===== config.mk =====
export PLATFORM = sky130hd
export DESIGN_NAME = caseg_scan_ctrl_flat
export DESIGN_NICKNAME = d
export VERILOG_FILES = /design/src/rtl/caseg_scan_ctrl_if.sv /design/src/rtl/caseg_scan_ctrl.sv /design/src/flat_wrapper.sv
export SDC_FILE = /design/constraint.sdc
export NUM_CORES = 1
export LEC_CHECK = 0
export ABC_AREA = 1
export BUFFER_PORTS_ARGS = -buffer_cell sky130_fd_sc_hd__buf_4
export CORE_ASPECT_RATIO = 1.75
export CORE_UTILIZATION = 60
export CTS_CLUSTER_DIAMETER = 120
export CTS_CLUSTER_SIZE = 28
export DETAILED_ROUTE_END_ITERATION = 10
export GPL_TIMING_DRIVEN = 0
export PLACE_DENSITY = 0.94
export SLEW_MARGIN = 30
export SYNTH_ARGS = -nofsm -noshare
export SYNTH_HDL_FRONTEND = slang
export SYNTH_SLANG_ARGS = --single-unit

===== constraint.sdc =====
create_clock -name sclk -period 4.5 [get_ports sclk]
set_input_delay 0.225 -clock sclk [delete_from_list [all_inputs] [get_ports sclk]]
set_output_delay 0.225 -clock sclk [all_outputs]
set_load 0.02 [all_outputs]

===== src/rtl/caseg_scan_ctrl_if.sv =====
// Display bus between the data-formatting logic and the 7-segment scan driver.
// The formatting side (master) presents the next display image and a load strobe;
// the scan driver (slave) returns the board pin values and the frame pulse.
interface caseg_scan_ctrl_if #(
    parameter int DIGITS   = 8,
    parameter int BRIGHT_W = 4
);
    logic [4*DIGITS-1:0] digits_in;
    logic [DIGITS-1:0]   dp_in;
    logic [DIGITS-1:0]   blank_in;
    logic [BRIGHT_W-1:0] bright_in;
    logic                load;
    logic [DIGITS-1:0]   sel;
    logic [7:0]          seg;
    logic                frame_done;

    modport master (
        output digits_in, dp_in, blank_in, bright_in, load,
        input  sel, seg, frame_done
    );

    modport slave (
        input  digits_in, dp_in, blank_in, bright_in, load,
        output sel, seg, frame_done
    );
endinterface


===== src/rtl/caseg_scan_ctrl.sv =====
// Time-multiplexed 7-segment scan driver for a common-anode board.
// A shadow image is captured on load and copied to the active image only at the
// frame boundary, so a frame is never shown half old and half new. Each digit slot
// opens with a dark gap against ghosting, followed by a PWM-gated ON window.
module caseg_scan_ctrl #(
    parameter int DIGITS      = 8,
    parameter int SCAN_CNT    = 50000,
    parameter int GHOST_CYC   = 500,
    parameter int BRIGHT_W    = 4,
    parameter int HEX_MODE    = 0,
    parameter int SEG_ACT_LOW = 1,
    parameter int SEL_ACT_LOW = 1
) (
    input  logic              sclk,
    input  logic              nrst,
    caseg_scan_ctrl_if.slave  bus
);

    localparam int SLOT_W = (SCAN_CNT > 1) ? $clog2(SCAN_CNT) : 1;
    localparam int IDX_W  = (DIGITS > 1) ? $clog2(DIGITS) : 1;

    localparam logic [SLOT_W-1:0]   SLOT_LAST   = SLOT_W'(SCAN_CNT - 1);
    localparam logic [SLOT_W-1:0]   GHOST_END   = SLOT_W'(GHOST_CYC);
    localparam logic [IDX_W-1:0]    IDX_LAST    = IDX_W'(DIGITS - 1);
    localparam logic [BRIGHT_W-1:0] BRIGHT_FULL = {BRIGHT_W{1'b1}};
    localparam logic [DIGITS-1:0]   SEL_OFF     = (SEL_ACT_LOW != 0) ? {DIGITS{1'b1}} : {DIGITS{1'b0}};
    localparam logic [7:0]          SEG_OFF     = (SEG_ACT_LOW != 0) ? 8'hFF : 8'h00;

    // Active-high gfedcba glyph for a 4-bit digit code; codes above 9 depend on HEX_MODE.
    function automatic logic [6:0] decode_glyph(input logic [3:0] code);
        logic [6:0] glyph;
        case (code)
            4'h0:    glyph = 7'h3F;
            4'h1:    glyph = 7'h06;
            4'h2:    glyph = 7'h5B;
            4'h3:    glyph = 7'h4F;
            4'h4:    glyph = 7'h66;
            4'h5:    glyph = 7'h6D;
            4'h6:    glyph = 7'h7D;
            4'h7:    glyph = 7'h07;
            4'h8:    glyph = 7'h7F;
            4'h9:    glyph = 7'h6F;
            4'hA:    glyph = (HEX_MODE != 0) ? 7'h77 : 7'h00;
            4'hB:    glyph = (HEX_MODE != 0) ? 7'h7C : 7'h40;
            4'hC:    glyph = (HEX_MODE != 0) ? 7'h39 : 7'h00;
            4'hD:    glyph = (HEX_MODE != 0) ? 7'h5E : 7'h00;
            4'hE:    glyph = (HEX_MODE != 0) ? 7'h79 : 7'h00;
            4'hF:    glyph = (HEX_MODE != 0) ? 7'h71 : 7'h00;
            default: glyph = 7'h00;
        endcase
        return glyph;
    endfunction

    // Scan position and PWM phase
    logic [SLOT_W-1:0]   slot_cnt_r;
    logic [IDX_W-1:0]    idx_r;
    logic [BRIGHT_W-1:0] pwm_cnt_r;

    // Shadow image (written by load) and active image (currently displayed)
    logic [4*DIGITS-1:0] sh_digits_r;
    logic [DIGITS-1:0]   sh_dp_r;
    logic [DIGITS-1:0]   sh_blank_r;
    logic [BRIGHT_W-1:0] sh_bright_r;
    logic [4*DIGITS-1:0] act_digits_r;
    logic [DIGITS-1:0]   act_dp_r;
    logic [DIGITS-1:0]   act_blank_r;
    logic [BRIGHT_W-1:0] act_bright_r;

    // Registered pins
    logic [DIGITS-1:0]   sel_r;
    logic [7:0]          seg_r;
    logic                frame_done_r;

    // Next-state and decode signals
    logic                slot_wrap_s;
    logic                frame_end_s;
    logic                ghost_done_s;
    logic                pwm_on_s;
    logic                lit_s;
    logic [SLOT_W-1:0]   slot_nxt_s;
    logic [IDX_W-1:0]    idx_nxt_s;
    logic [BRIGHT_W-1:0] pwm_nxt_s;
    logic [3:0]          cur_digit_s;
    logic [DIGITS-1:0]   onehot_s;
    logic [7:0]          seg_raw_s;
    logic [DIGITS-1:0]   sel_nxt_s;
    logic [7:0]          seg_nxt_s;

    // Counter advance, lit decision and pin values for the next cycle
    always_comb begin
        slot_nxt_s   = slot_cnt_r;
        idx_nxt_s    = idx_r;
        pwm_nxt_s    = {BRIGHT_W{1'b0}};
        sel_nxt_s    = SEL_OFF;
        seg_nxt_s    = SEG_OFF;

        slot_wrap_s  = (slot_cnt_r == SLOT_LAST);
        frame_end_s  = slot_wrap_s && (idx_r == IDX_LAST);
        ghost_done_s = (slot_cnt_r >= GHOST_END);

        if (slot_wrap_s) begin
            slot_nxt_s = {SLOT_W{1'b0}};
            if (idx_r == IDX_LAST) begin
                idx_nxt_s = {IDX_W{1'b0}};
            end else begin
                idx_nxt_s = idx_r + IDX_W'(1);
            end
        end else begin
            slot_nxt_s = slot_cnt_r + SLOT_W'(1);
            idx_nxt_s  = idx_r;
        end

        // pwm_cnt tracks (slot_cnt - GHOST_CYC) mod 2^BRIGHT_W; it is zero
        // whenever the next cycle is still inside the dark gap.
        if (ghost_done_s && !slot_wrap_s) begin
            pwm_nxt_s = pwm_cnt_r + BRIGHT_W'(1);
        end else begin
            pwm_nxt_s = {BRIGHT_W{1'b0}};
        end

        pwm_on_s    = (act_bright_r == BRIGHT_FULL) || (pwm_cnt_r < act_bright_r);
        lit_s       = ghost_done_s && !act_blank_r[idx_r] && pwm_on_s;
        cur_digit_s = act_digits_r[{idx_r, 2'b00} +: 4];
        onehot_s    = DIGITS'(1'b1) << idx_r;
        seg_raw_s   = {act_dp_r[idx_r], decode_glyph(cur_digit_s)};

        if (lit_s) begin
            sel_nxt_s = (SEL_ACT_LOW != 0) ? ~onehot_s : onehot_s;
            seg_nxt_s = (SEG_ACT_LOW != 0) ? ~seg_raw_s : seg_raw_s;
        end else begin
            sel_nxt_s = SEL_OFF;
            seg_nxt_s = SEG_OFF;
        end
    end

    // Scan counters, frame pulse and registered pin outputs
    always_ff @(posedge sclk) begin
        if (!nrst) begin
            slot_cnt_r   <= {SLOT_W{1'b0}};
            idx_r        <= {IDX_W{1'b0}};
            pwm_cnt_r    <= {BRIGHT_W{1'b0}};
            frame_done_r <= 1'b0;
            sel_r        <= SEL_OFF;
            seg_r        <= SEG_OFF;
        end else begin
            slot_cnt_r   <= slot_nxt_s;
            idx_r        <= idx_nxt_s;
            pwm_cnt_r    <= pwm_nxt_s;
            frame_done_r <= frame_end_s;
            sel_r        <= sel_nxt_s;
            seg_r        <= seg_nxt_s;
        end
    end

    // Shadow capture on load; shadow-to-active copy at the frame boundary.
    // Both use the pre-edge shadow, so a load on the boundary cycle waits a frame.
    always_ff @(posedge sclk) begin
        if (!nrst) begin
            sh_digits_r  <= {(4*DIGITS){1'b0}};
            sh_dp_r      <= {DIGITS{1'b0}};
            sh_blank_r   <= {DIGITS{1'b1}};
            sh_bright_r  <= {BRIGHT_W{1'b0}};
            act_digits_r <= {(4*DIGITS){1'b0}};
            act_dp_r     <= {DIGITS{1'b0}};
            act_blank_r  <= {DIGITS{1'b1}};
            act_bright_r <= {BRIGHT_W{1'b0}};
        end else begin
            if (bus.load) begin
                sh_digits_r <= bus.digits_in;
                sh_dp_r     <= bus.dp_in;
                sh_blank_r  <= bus.blank_in;
                sh_bright_r <= bus.bright_in;
            end else begin
                sh_digits_r <= sh_digits_r;
                sh_dp_r     <= sh_dp_r;
                sh_blank_r  <= sh_blank_r;
                sh_bright_r <= sh_bright_r;
            end
            if (frame_end_s) begin
                act_digits_r <= sh_digits_r;
                act_dp_r     <= sh_dp_r;
                act_blank_r  <= sh_blank_r;
                act_bright_r <= sh_bright_r;
            end else begin
                act_digits_r <= act_digits_r;
                act_dp_r     <= act_dp_r;
                act_blank_r  <= act_blank_r;
                act_bright_r <= act_bright_r;
            end
        end
    end

    assign bus.sel        = sel_r;
    assign bus.seg        = seg_r;
    assign bus.frame_done = frame_done_r;

endmodule

===== src/flat_wrapper.sv =====
// flat-port wrapper written by rule: the top's interface ports become plain ports
module caseg_scan_ctrl_flat 
#(
    parameter int DIGITS      = 8,
    parameter int SCAN_CNT    = 50000,
    parameter int GHOST_CYC   = 500,
    parameter int BRIGHT_W    = 4,
    parameter int HEX_MODE    = 0,
    parameter int SEG_ACT_LOW = 1,
    parameter int SEL_ACT_LOW = 1
)
  (sclk, nrst, bus_digits_in, bus_dp_in, bus_blank_in, bus_bright_in, bus_load, bus_sel, bus_seg, bus_frame_done);
  caseg_scan_ctrl_if #(.DIGITS(DIGITS), .BRIGHT_W(BRIGHT_W)) bus_i ();
  input  logic sclk;
  input  logic nrst;
  input wire logic [$bits(bus_i.digits_in)-1:0] bus_digits_in;
  input wire logic [$bits(bus_i.dp_in)-1:0] bus_dp_in;
  input wire logic [$bits(bus_i.blank_in)-1:0] bus_blank_in;
  input wire logic [$bits(bus_i.bright_in)-1:0] bus_bright_in;
  input wire logic [$bits(bus_i.load)-1:0] bus_load;
  output wire logic [$bits(bus_i.sel)-1:0] bus_sel;
  output wire logic [$bits(bus_i.seg)-1:0] bus_seg;
  output wire logic [$bits(bus_i.frame_done)-1:0] bus_frame_done;
  assign bus_i.digits_in = bus_digits_in;
  assign bus_i.dp_in = bus_dp_in;
  assign bus_i.blank_in = bus_blank_in;
  assign bus_i.bright_in = bus_bright_in;
  assign bus_i.load = bus_load;
  assign bus_sel = bus_i.sel;
  assign bus_seg = bus_i.seg;
  assign bus_frame_done = bus_i.frame_done;
  caseg_scan_ctrl #(.DIGITS(DIGITS), .SCAN_CNT(SCAN_CNT), .GHOST_CYC(GHOST_CYC), .BRIGHT_W(BRIGHT_W), .HEX_MODE(HEX_MODE), .SEG_ACT_LOW(SEG_ACT_LOW), .SEL_ACT_LOW(SEL_ACT_LOW)) u_core (.sclk(sclk), .nrst(nrst), .bus(bus_i));
endmodule

==> results_dict.tcl, run 1 <==
set metrics [dict create \
    cts_root_buffer "clkbuf_16" \
    fillerInstances 623 \
    clk_pin_slew_ns 0.06 \
    htreeDepth 4 \
    final_cell_mix "169 x nand2_1, 144 x dfxtp_1, 132 x nor2_1" \
    ir_drop_v 0.0003328 \
    dieArea_sq_um 10370 \
    slowest_stage "o21ai_0" \
    grt_pass1_vias 5705 \
    syn_nets 860 \
    final_core_util 0.7601 \
    netlist_area_sq_um 5973 \
    fin_worst_skew_ns 0.007391 \
    cts_resized 0 \
    synth.largest_area_cell "dfxtp_1" \
    drv_cap 0 \
    relSlewSlack 0.5969 \
    p_sw_frac 0.2126 \
    postCtsSetupBuffers 0 \
    num_vias 5625 \
    die_w_microns 77.43 \
    synth-seq-cells 144 \
    end_kind "flip-flop" \
    cts_made_buffers 17 \
    num_antenna_cells 0 \
    grt_max_degree 17 \
    fin_nets 949 \
    p_sw_w 0.0006268 \
    setup_tns_ns 0 \
    path_cells "buf_4 > inv_2 > buf_2 > a21oi_1 > o21ai_0 > nand2_1 > inv_1 > o21ai_0 > inv_1 > ha_1 > nand3_1 > nand3_1 > nand3_1" \
    power_frac_clock 0.506 \
    tritoncts "built" \
    ys_seq_area_frac 0.4826 \
    globalplace.congestion 0.8841 \
    timing_hold_violations_final 0 \
    post-route-period-util 0.5856 \
    grt_first_pass_wirelength_microns 25220 \
    crit_arrival_ns 2.94 \
    p_leak_nw 3.141 \
    critical_path_required_ns 4.80 \
    fp-row-count 47 \
    power_w 0.002948 \
    layout_commonest_cell "nand2_1" \
    yosysUniqueCellTypes 27 \
    avgRoutedWirePerCell_microns 15.11 \
    clk_latency_ns 0.42 \
    clock_sinks 144 \
    p_int_w 0.002321 \
    drtPass1Iterations 6 \
    setup_slack_ns 1.865 \
    critPathMostFrequentCell "nand3_1" \
    port_buffers 70 \
    vias_per_cell 5.569 \
    tightest_slew_ns 0.6047 \
    crit_path_max_incr_delay_ns 0.42 \
    track_usage 0.3146 \
    syn_inst 787 \
    path_depth 13 \
    fp.coreArea_sq_um 9585 \
    finalMaxSlewViolations 0 \
    reg2reg_depth 13 \
    placed_cell_area_sq_um 6651 \
    synth_area_leaders "dfxtp_1 48%, nand2_1 11%, nor2_1 8.3%" \
    postLayoutCellArea_sq_um 7286 \
    hold_buffers 0 \
    critPathBufInv 5 \
    fmax_mhz 379.5 \
    yosysWarnings 0 \
    drt_iter0_markers 454 \
    status "completed" \
    power_density_nw_per_um2 404.6 \
    yosysTopAreaCellShare 0.4826 \
    p_comb_frac 0.043 \
    overflow 0 \
    final_layout_size_suffix_gt1_frac 0.1768 \
    worstHoldPathType "input pin to flip-flop" \
    hold_depth 3 \
    setup_violations 0 \
    seq_power_share 0.451 \
    place_ws_ns 2.019 \
    initial_core_util 0.6232 \
    path_delay_family "compound AO/OA/AOI/OAI gates" \
    worstSetupPathType "flip-flop to flip-flop" \
    dpl.hpwl_microns 10080 \
    cts.path.max_buffers 2 \
    area_growth_pct 21.97 \
    drc 0 \
    worst-path-max-fanout 11 \
    grt_setup_unrepaired "false" \
    post-route-min-period_ns 2.635 \
    wirelength_microns 15260 \
    ant_nets 0 \
    pin_count 72 \
    synth_area_per_cell_sq_um 7.590 \
    cp-start-kind "flip-flop" \
    antenna_found_initial 0 \
    die_height_microns 134.0 \
]
## state kept, by name, summed over array words and instances (netlist names)
name and count:
u_core.act_digits_r 32, u_core.sh_digits_r 32, u_core.slot_cnt_r 16, u_core.act_blank_r 8, u_core.act_dp_r 8, u_core.bus.seg 8
u_core.bus.sel 8, u_core.sh_blank_r 8, u_core.sh_dp_r 8, u_core.act_bright_r 4, u_core.pwm_cnt_r 4, u_core.sh_bright_r 4
u_core.idx_r 3, u_core.bus.frame_done 1
## routing by layer
layer  vias up  global-route usage  wire length (microns)
met2       262              0.5585                   7980
met1      2618              0.3131                   5627
li1       2676                   -                      -
met3        69             0.08095                    901
met4         0              0.2243                    748
met5         -                   0                      0
## path summary, 6_finish.rpt
path | endpoint | slack, ns | from
hold reg to reg | u_core.act_dp_r[1]$_SDFFE_PN0P_ | 0.45 | u_core.sh_dp_r[1]$_SDFFE_PN0P_
setup reg to reg | u_core.bus.seg[3]$_SDFF_PN1_ | 1.86 | u_core.idx_r[0]$_SDFFE_PN0P_
setup / recovery | u_core.bus.seg[3]$_SDFF_PN1_ | 1.86 | u_core.idx_r[0]$_SDFFE_PN0P_
hold / removal | u_core.sh_bright_r[0]$_SDFFE_PN0P_ | 0.02 | bus_bright_in[0]
## power groups by stage
stage,Combinational (W),Sequential [W],Clock (W)
after detailed placement,0.000123,0.00136,0
after global routing,0.000139,0.00133,0.00154
after CTS,0.000125,0.00133,0.00149
after global placement,0.000119,0.00136,0
final,0.000125,0.00133,0.00149
after floorplan,0.0000660,0.00135,0
## kinds of logic after synthesis
kind of cell    Yosys count  share of synthesized area
compound gates          109                     0.1106
xor+xnor                  6                   0.008798
buf+inv                 109                    0.07939
flops                   144                     0.4826
fa+ha+maj                18                    0.03770
simple gates            401                     0.2809
## stage by stage
step	std cells	hold WS (ns)
finish	1010	0.01967
global route	1010	0.02215
CTS	1010	0.01289
floorplan	787	0.3513
global placement	979	0.4225
detailed placement	979	0.4328
## synth_stat cells (all sizes together)
cell / number
nor3: 13
nor2: 137
xnor2: 2
nand4: 5
nor3b: 2
o211ai: 1
nand2: 169
inv: 68
nand3b: 2
or2: 1
ha: 18
o21ai: 88
a21oi: 20
clkbuf: 22
clkinv: 2
dfxtp: 144
nand3: 72
xor2: 4
buf: 17
## worst reg2reg max path: stages (launching register included)
cell	delay, ns
dfxtp_1	0.36
buf_4	0.19
inv_2	0.08
buf_2	0.22
a21oi_1	0.19
o21ai_0	0.13
nand2_1	0.09
inv_1	0.04
o21ai_0	0.42
inv_1	0.20
ha_1	0.32
nand3_1	0.09
nand3_1	0.11
nand3_1	0.06
## layout make-up
cell class                      count  area [sq um]  area share
Buffer                             39         211.5     0.02902
Clock buffer                       23         508.0     0.06972
Clock inverter                      8         126.4     0.01734
Inverter                           70         262.8     0.03606
Multi-Input combinational cell    534          2616      0.3591
Sequential cell                   144          2883      0.3957
Tap cell                          122         152.6     0.02095
Timing Repair Buffer               70         525.5     0.07213
No activity file was read; power rests on OpenSTA's default activity.
==> run 2, diff against run 1 <==
--- a/config.mk
+++ b/config.mk
@@ -8,12 +8,12 @@
 export ABC_AREA = 1
 export BUFFER_PORTS_ARGS = -buffer_cell sky130_fd_sc_hd__buf_4
 export CORE_ASPECT_RATIO = 1.75
-export CORE_UTILIZATION = 60
+export CORE_UTILIZATION = 58
 export CTS_CLUSTER_DIAMETER = 120
 export CTS_CLUSTER_SIZE = 28
 export DETAILED_ROUTE_END_ITERATION = 10
 export GPL_TIMING_DRIVEN = 0
-export PLACE_DENSITY = 0.94
+export PLACE_DENSITY = 0.92
 export SLEW_MARGIN = 30
 export SYNTH_ARGS = -nofsm -noshare
 export SYNTH_HDL_FRONTEND = slang
==> constraint.sdc (replaced) <==
create_clock -name sclk -period 2.7 [get_ports sclk]
set_input_delay 0.135 -clock sclk [delete_from_list [all_inputs] [get_ports sclk]]
set_output_delay 0.135 -clock sclk [all_outputs]
set_load 0.02 [all_outputs]
==> results_dict.tcl, run 2 (same netlist as run 1, synthesis figures left out) <==
set metrics [dict create \
    worstHoldPathType "input pin to flip-flop" \
    antenna_found_initial 0 \
    ant_nets 0 \
    status "completed" \
    avgRoutedWirePerCell_microns 16.00 \
    worst-path-max-fanout 11 \
    final_cells 1064 \
    initial_core_util 0.6028 \
    cts.path.max_buffers 2 \
    finalMaxSlewViolations 0 \
    hold_depth 3 \
    htreeDepth 4 \
    ir_drop_v 0.0005188 \
    die_height_microns 136.3 \
    setup_slack_ns 0.3159 \
    vias_per_cell 5.520 \
    drt_iter0_markers 479 \
    port_buffers 70 \
    num_vias 5873 \
    num_antenna_cells 0 \
    timing.rr.end "u_core.bus.seg[3]$_SDFF_PN1_" \
    tritoncts "built" \
    die_w_microns 78.72 \
    placed_cell_area_sq_um 6655 \
    wirelength_microns 17020 \
    fin_nets 1000 \
    tightest_slew_ns 0.5853 \
    dieArea_sq_um 10720 \
    holdCritStartpoint "bus_blank_in[4]" \
    setup_tns_ns 0 \
    grt_setup_unrepaired "false" \
    final_cell_mix "169 x nand2_1, 144 x dfxtp_1, 132 x nor2_1" \
    postLayoutCellArea_sq_um 7784 \
    cp-start-kind "flip-flop" \
    multi_input_area_sq_um 2620 \
    grt_max_degree 17 \
    register_area_sq_um 2883 \
    clk_pin_slew_ns 0.06 \
    dp_cells 982 \
    layout_commonest_cell "nand2_1" \
    end_kind "flip-flop" \
    r2r_slack_ns 0.32 \
    post-route-period-util 0.8830 \
    drv_cap 0 \
    setup_violations 0 \
    grt_first_pass_wirelength_microns 27630 \
    timing_hold_violations_final 0 \
    final_core_util 0.7855 \
    r2r-start "u_core.idx_r[0]$_SDFFE_PN0P_" \
    fin_worst_skew_ns 0.01468 \
    postCtsSetupBuffers 0 \
    track_usage 0.3404 \
    fp-row-count 48 \
    fp.coreArea_sq_um 9910 \
    cts_root_buffer "clkbuf_16" \
    area_growth_pct 30.31 \
    relSlewSlack 0.6098 \
    post-route-min-period_ns 2.384 \
    grt_pass1_vias 6019 \
    final_layout_size_suffix_gt1_frac 0.1683 \
    critical_path_required_ns 3.00 \
    fmax_mhz 419.4 \
    drtPass1Iterations 5 \
    hold_end "u_core.sh_blank_r[4]$_SDFFE_PN1P_" \
    globalplace.congestion 0.8667 \
    fillerInstances 602 \
    cts_made_buffers 17 \
    power_density_nw_per_um2 636.0 \
    overflow 0 \
    clk_latency_ns 0.43 \
    reg2reg_depth 13 \
    worstSetupPathType "flip-flop to flip-flop" \
    place_ws_ns 0.1928 \
    clock_sinks 144 \
    p_leak_nw 3.353 \
    dpl.hpwl_microns 10010 \
    biggestRegsByFlops "u_core.act_digits_r: 32 flops, u_core.sh_digits_r: 32 flops, u_core.slot_cnt_r: 16 flops" \
    drc 0 \
    pin_count 72 \
    crit_arrival_ns 2.68 \
]
## run 2: changes by cell type in the layout (fill, tap and decap cells not counted)
cell / previous run / this run
o21ai_2: 30 / 31
dlygate4sd3_1: 0 / 51
clkinvlp_4: 3 / 2
clkbuf_8: 6 / 4
o21ai_0: 58 / 57
clkinv_2: 1 / 4
## run 2: worst max-delay path, stage by stage, from the launching register on
cell and delay (ns):
dfxtp_1 0.37, buf_4 0.20, inv_2 0.08, buf_2 0.23
a21oi_1 0.25, o21ai_0 0.14, nand2_1 0.08, inv_1 0.05
o21ai_2 0.17, inv_1 0.13, ha_1 0.30, nand3_1 0.10
nand3_1 0.11, nand3_1 0.06
## run 2: timing repair
| action | 4_1_cts | 5_1_grt |
|---|---|---|
| gates resized for setup | 0 | 2 |
| endpoints found under the hold margin | 51 | 0 |
| hold buffers | 51 | 0 |
| endpoints found under the setup margin | 0 | 5 |
## run 2: power breakdown
| part | internal, W | total [W] | switching (W) |
|---|---|---|---|
| logic | 0.000138 | 0.000279 | 0.000141 |
| clock network | 0.00154 | 0.00245 | 0.000911 |
| registers | 0.00218 | 0.00222 | 0.0000362 |
| total | 0.00386 | 0.00495 | 0.00109 |
## run 2: per-layer routing
metal / track usage / part of all wire
met1: 0.3348 / 0.36
met2: 0.6203 / 0.53
met3: 0.06644 / 0.058
met4: 0.2479 / 0.056
met5: 0 / 0
## run 2: final cells by class
type / instances / area share
Buffer: 39 / 0.02717
Clock buffer: 21 / 0.06173
Clock inverter: 10 / 0.01720
Inverter: 70 / 0.03376
Multi-Input combinational cell: 534 / 0.3366
Sequential cell: 144 / 0.3704
Tap cell: 125 / 0.02009
Timing Repair Buffer: 121 / 0.1331
## run 2: metrics by stage
step,power [W],hold WS [ns]
2_1_floorplan,0.002360,0.2613
3_3_place_gp,0.002457,0.3539
3_5_place_dp,0.002464,0.3602
4_1_cts,0.004913,0.01821
5_1_grt,0.005043,0.04492
6_report,0.004951,0.02851
## run 2: how the worst max path moves through the flow
stage,start,endpoint,slack [ns],cells after the start
final,u_core.idx_r[0]$_SDFFE_PN0P_,u_core.bus.seg[3]$_SDFF_PN1_,0.32,13
after global routing,u_core.idx_r[0]$_SDFFE_PN0P_,u_core.bus.seg[3]$_SDFF_PN1_,0.12,13
after CTS,u_core.idx_r[0]$_SDFFE_PN0P_,u_core.bus.seg[3]$_SDFF_PN1_,0.14,13
after detailed placement,u_core.idx_r[0]$_SDFFE_PN0P_,u_core.bus.seg[3]$_SDFF_PN1_,0.19,12
after global placement,u_core.idx_r[0]$_SDFFE_PN0P_,u_core.bus.seg[3]$_SDFF_PN1_,0.23,12
after floorplan,u_core.idx_r[0]$_SDFFE_PN0P_,u_core.bus.seg[3]$_SDFF_PN1_,0.68,12
==> run 3, diff against run 2 <==
--- a/config.mk
+++ b/config.mk
@@ -8,12 +8,12 @@
 export ABC_AREA = 1
 export BUFFER_PORTS_ARGS = -buffer_cell sky130_fd_sc_hd__buf_4
 export CORE_ASPECT_RATIO = 1.75
-export CORE_UTILIZATION = 58
+export CORE_UTILIZATION = 30
 export CTS_CLUSTER_DIAMETER = 120
 export CTS_CLUSTER_SIZE = 28
 export DETAILED_ROUTE_END_ITERATION = 10
 export GPL_TIMING_DRIVEN = 0
-export PLACE_DENSITY = 0.92
+export PLACE_DENSITY = 0.59
 export SLEW_MARGIN = 30
 export SYNTH_ARGS = -nofsm -noshare
 export SYNTH_HDL_FRONTEND = slang
==> results_dict.tcl, run 3 (same netlist as run 1, synthesis figures left out) <==
set metrics [dict create \
    num_vias 5286 \
    fmax_mhz 405.6 \
    layout_commonest_cell "nand2_1" \
    drv_cap 0 \
    slowest_stage "dfxtp_1" \
    timing_hold_violations_final 0 \
    p_comb_frac 0.056 \
    crit_path_max_incr_delay_ns 0.36 \
    final_layout_size_suffix_gt1_frac 0.1668 \
    worstHoldPathType "input pin to flip-flop" \
    place_ws_ns 0.07392 \
    setup_violations 0 \
    relSlewSlack 0.5725 \
    path_cells "buf_4 > buf_2 > buf_2 > o21ai_0 > nand2_1 > inv_1 > o21ai_1 > inv_1 > ha_1 > nand3_1 > nand3_1 > nand3_1" \
    antenna_found_initial 0 \
    holdCritStartpoint "nrst" \
    drt_iter0_markers 249 \
    htreeDepth 4 \
    tritoncts "built" \
    end_kind "flip-flop" \
    cts_made_buffers 17 \
    r2r_slack_ns 0.23 \
    clk_pin_slew_ns 0.06 \
    hold_end "u_core.slot_cnt_r[4]$_SDFF_PP0_" \
    power_density_nw_per_um2 609.3 \
    setup_tns_ns 0 \
    pin_count 72 \
    post-route-min-period_ns 2.466 \
    power_w 0.004816 \
    setup_slack_ns 0.2342 \
    fin_worst_skew_ns 0.01323 \
    tightest_slew_ns 0.6413 \
    p_sw_frac 0.2325 \
    p_leak_nw 3.344 \
    port_buffers 70 \
    cp-start-kind "flip-flop" \
    grt_max_degree 17 \
    avgRoutedWirePerCell_microns 13.10 \
    clock_sinks 144 \
    fp-row-count 67 \
    grt_first_pass_wirelength_microns 25540 \
    timing.rr.end "u_core.bus.seg[3]$_SDFF_PN1_" \
    num_antenna_cells 0 \
    die_height_microns 188.7 \
    finalMaxSlewViolations 0 \
    die_w_microns 108.7 \
    biggestRegsByFlops "u_core.act_digits_r: 32 flops, u_core.sh_digits_r: 32 flops, u_core.slot_cnt_r: 16 flops" \
    postLayoutCellArea_sq_um 7904 \
    dieArea_sq_um 20500 \
    worstSetupStartpoint "u_core.idx_r[0]$_SDFFE_PN0P_" \
    r2r-start "u_core.idx_r[0]$_SDFFE_PN0P_" \
    power_frac_clock 0.484 \
    area_growth_pct 32.32 \
    hold_depth 3 \
    critical_path_required_ns 3.00 \
    grt_setup_unrepaired "false" \
    drc 0 \
    dpl.hpwl_microns 11200 \
    crit_arrival_ns 2.77 \
    worstSetupPathType "flip-flop to flip-flop" \
    cts.path.max_buffers 2 \
    overflow 0 \
    drtPass1Iterations 4 \
    grt_pass1_vias 5336 \
    clk_latency_ns 0.43 \
    ant_nets 0 \
    final_cell_mix "169 x nand2_1, 144 x dfxtp_1, 132 x nor2_1" \
    status "completed" \
    initial_core_util 0.3085 \
    worst-path-max-fanout 10 \
    p_int_w 0.003696 \
    globalplace.congestion 0.7859 \
    cts_root_buffer "clkbuf_16" \
    post-route-period-util 0.9133 \
    ir_drop_v 0.0002900 \
    fp.coreArea_sq_um 19360 \
    critPathMostFrequentCell "nand3_1" \
    wirelength_microns 15480 \
    placed_cell_area_sq_um 6800 \
    track_usage 0.1634 \
    p_sw_w 0.001119 \
    reg2reg_depth 12 \
    vias_per_cell 4.472 \
    fin_nets 1001 \
    seq_power_share 0.460 \
]
run 3: critical path: cells and delay by family (launching register included):
kind            cells  cell delay (ns)
buf+inv             5             0.92
compound gates      2             0.40
flops               1             0.36
simple gates        4             0.34
fa+ha+maj           1             0.30
run 3: what timing repair did:
| item | 4_1_cts | 5_1_grt |
|---|---|---|
| hold buffers | 52 | 0 |
| gates resized for setup | 0 | 1 |
| endpoints found under the hold margin | 52 | 0 |
| setup endpoints to repair | 0 | 4 |
| setup buffers | 0 | 0 |
run 3: per-layer routing:
layer	up-vias	GRT usage	part of all wire	wire, microns
met2	100	0.3043	0.54	8358
met1	2370	0.1732	0.40	6194
met4	0	0.08108	0.025	384
li1	2798	-	-	-
met3	18	0.02421	0.035	544
met5	-	0	0	0
run 3: power by group through the flow:
stage	logic, W	clock network (W)	registers [W]
global route	0.000303	0.00246	0.00222
floorplan	0.000110	0	0.00225
finish	0.000270	0.00233	0.00221
detailed placement	0.000211	0	0.00226
CTS	0.000273	0.00238	0.00221
global placement	0.000210	0	0.00226
run 3: worst max path at each step:
stage                                              end  slack, ns  cells past startpoint
after global placement    u_core.bus.seg[3]$_SDFF_PN1_       0.09                     12
after detailed placement  u_core.bus.seg[3]$_SDFF_PN1_       0.07                     12
after floorplan           u_core.bus.seg[3]$_SDFF_PN1_       0.68                     12
final                     u_core.bus.seg[3]$_SDFF_PN1_       0.23                     12
after CTS                 u_core.bus.seg[3]$_SDFF_PN1_       0.06                     12
after global routing      u_core.bus.seg[3]$_SDFF_PN1_       0.05                     12
run 3: final cells by class:
cell class	count	area (sq um)
Multi-Input combinational cell	534	2616
Fill cell	1973	11460
Clock inverter	14	153.9
Sequential cell	144	2883
Timing Repair Buffer	122	1046
Buffer	39	211.5
Tap cell	241	301.5
Inverter	70	262.8
Clock buffer	18	429.2
run 3: stage by stage:
step / utilization / std cells / hold WS, ns
global placement: 0.3512 / 1098 / 0.3596
detailed placement: 0.3512 / 1098 / 0.3619
CTS: 0.4082 / 1182 / 0.1447
floorplan: - / 787 / 0.2613
finish: 0.4082 / 1182 / 0.1489
global route: 0.4082 / 1182 / 0.1926
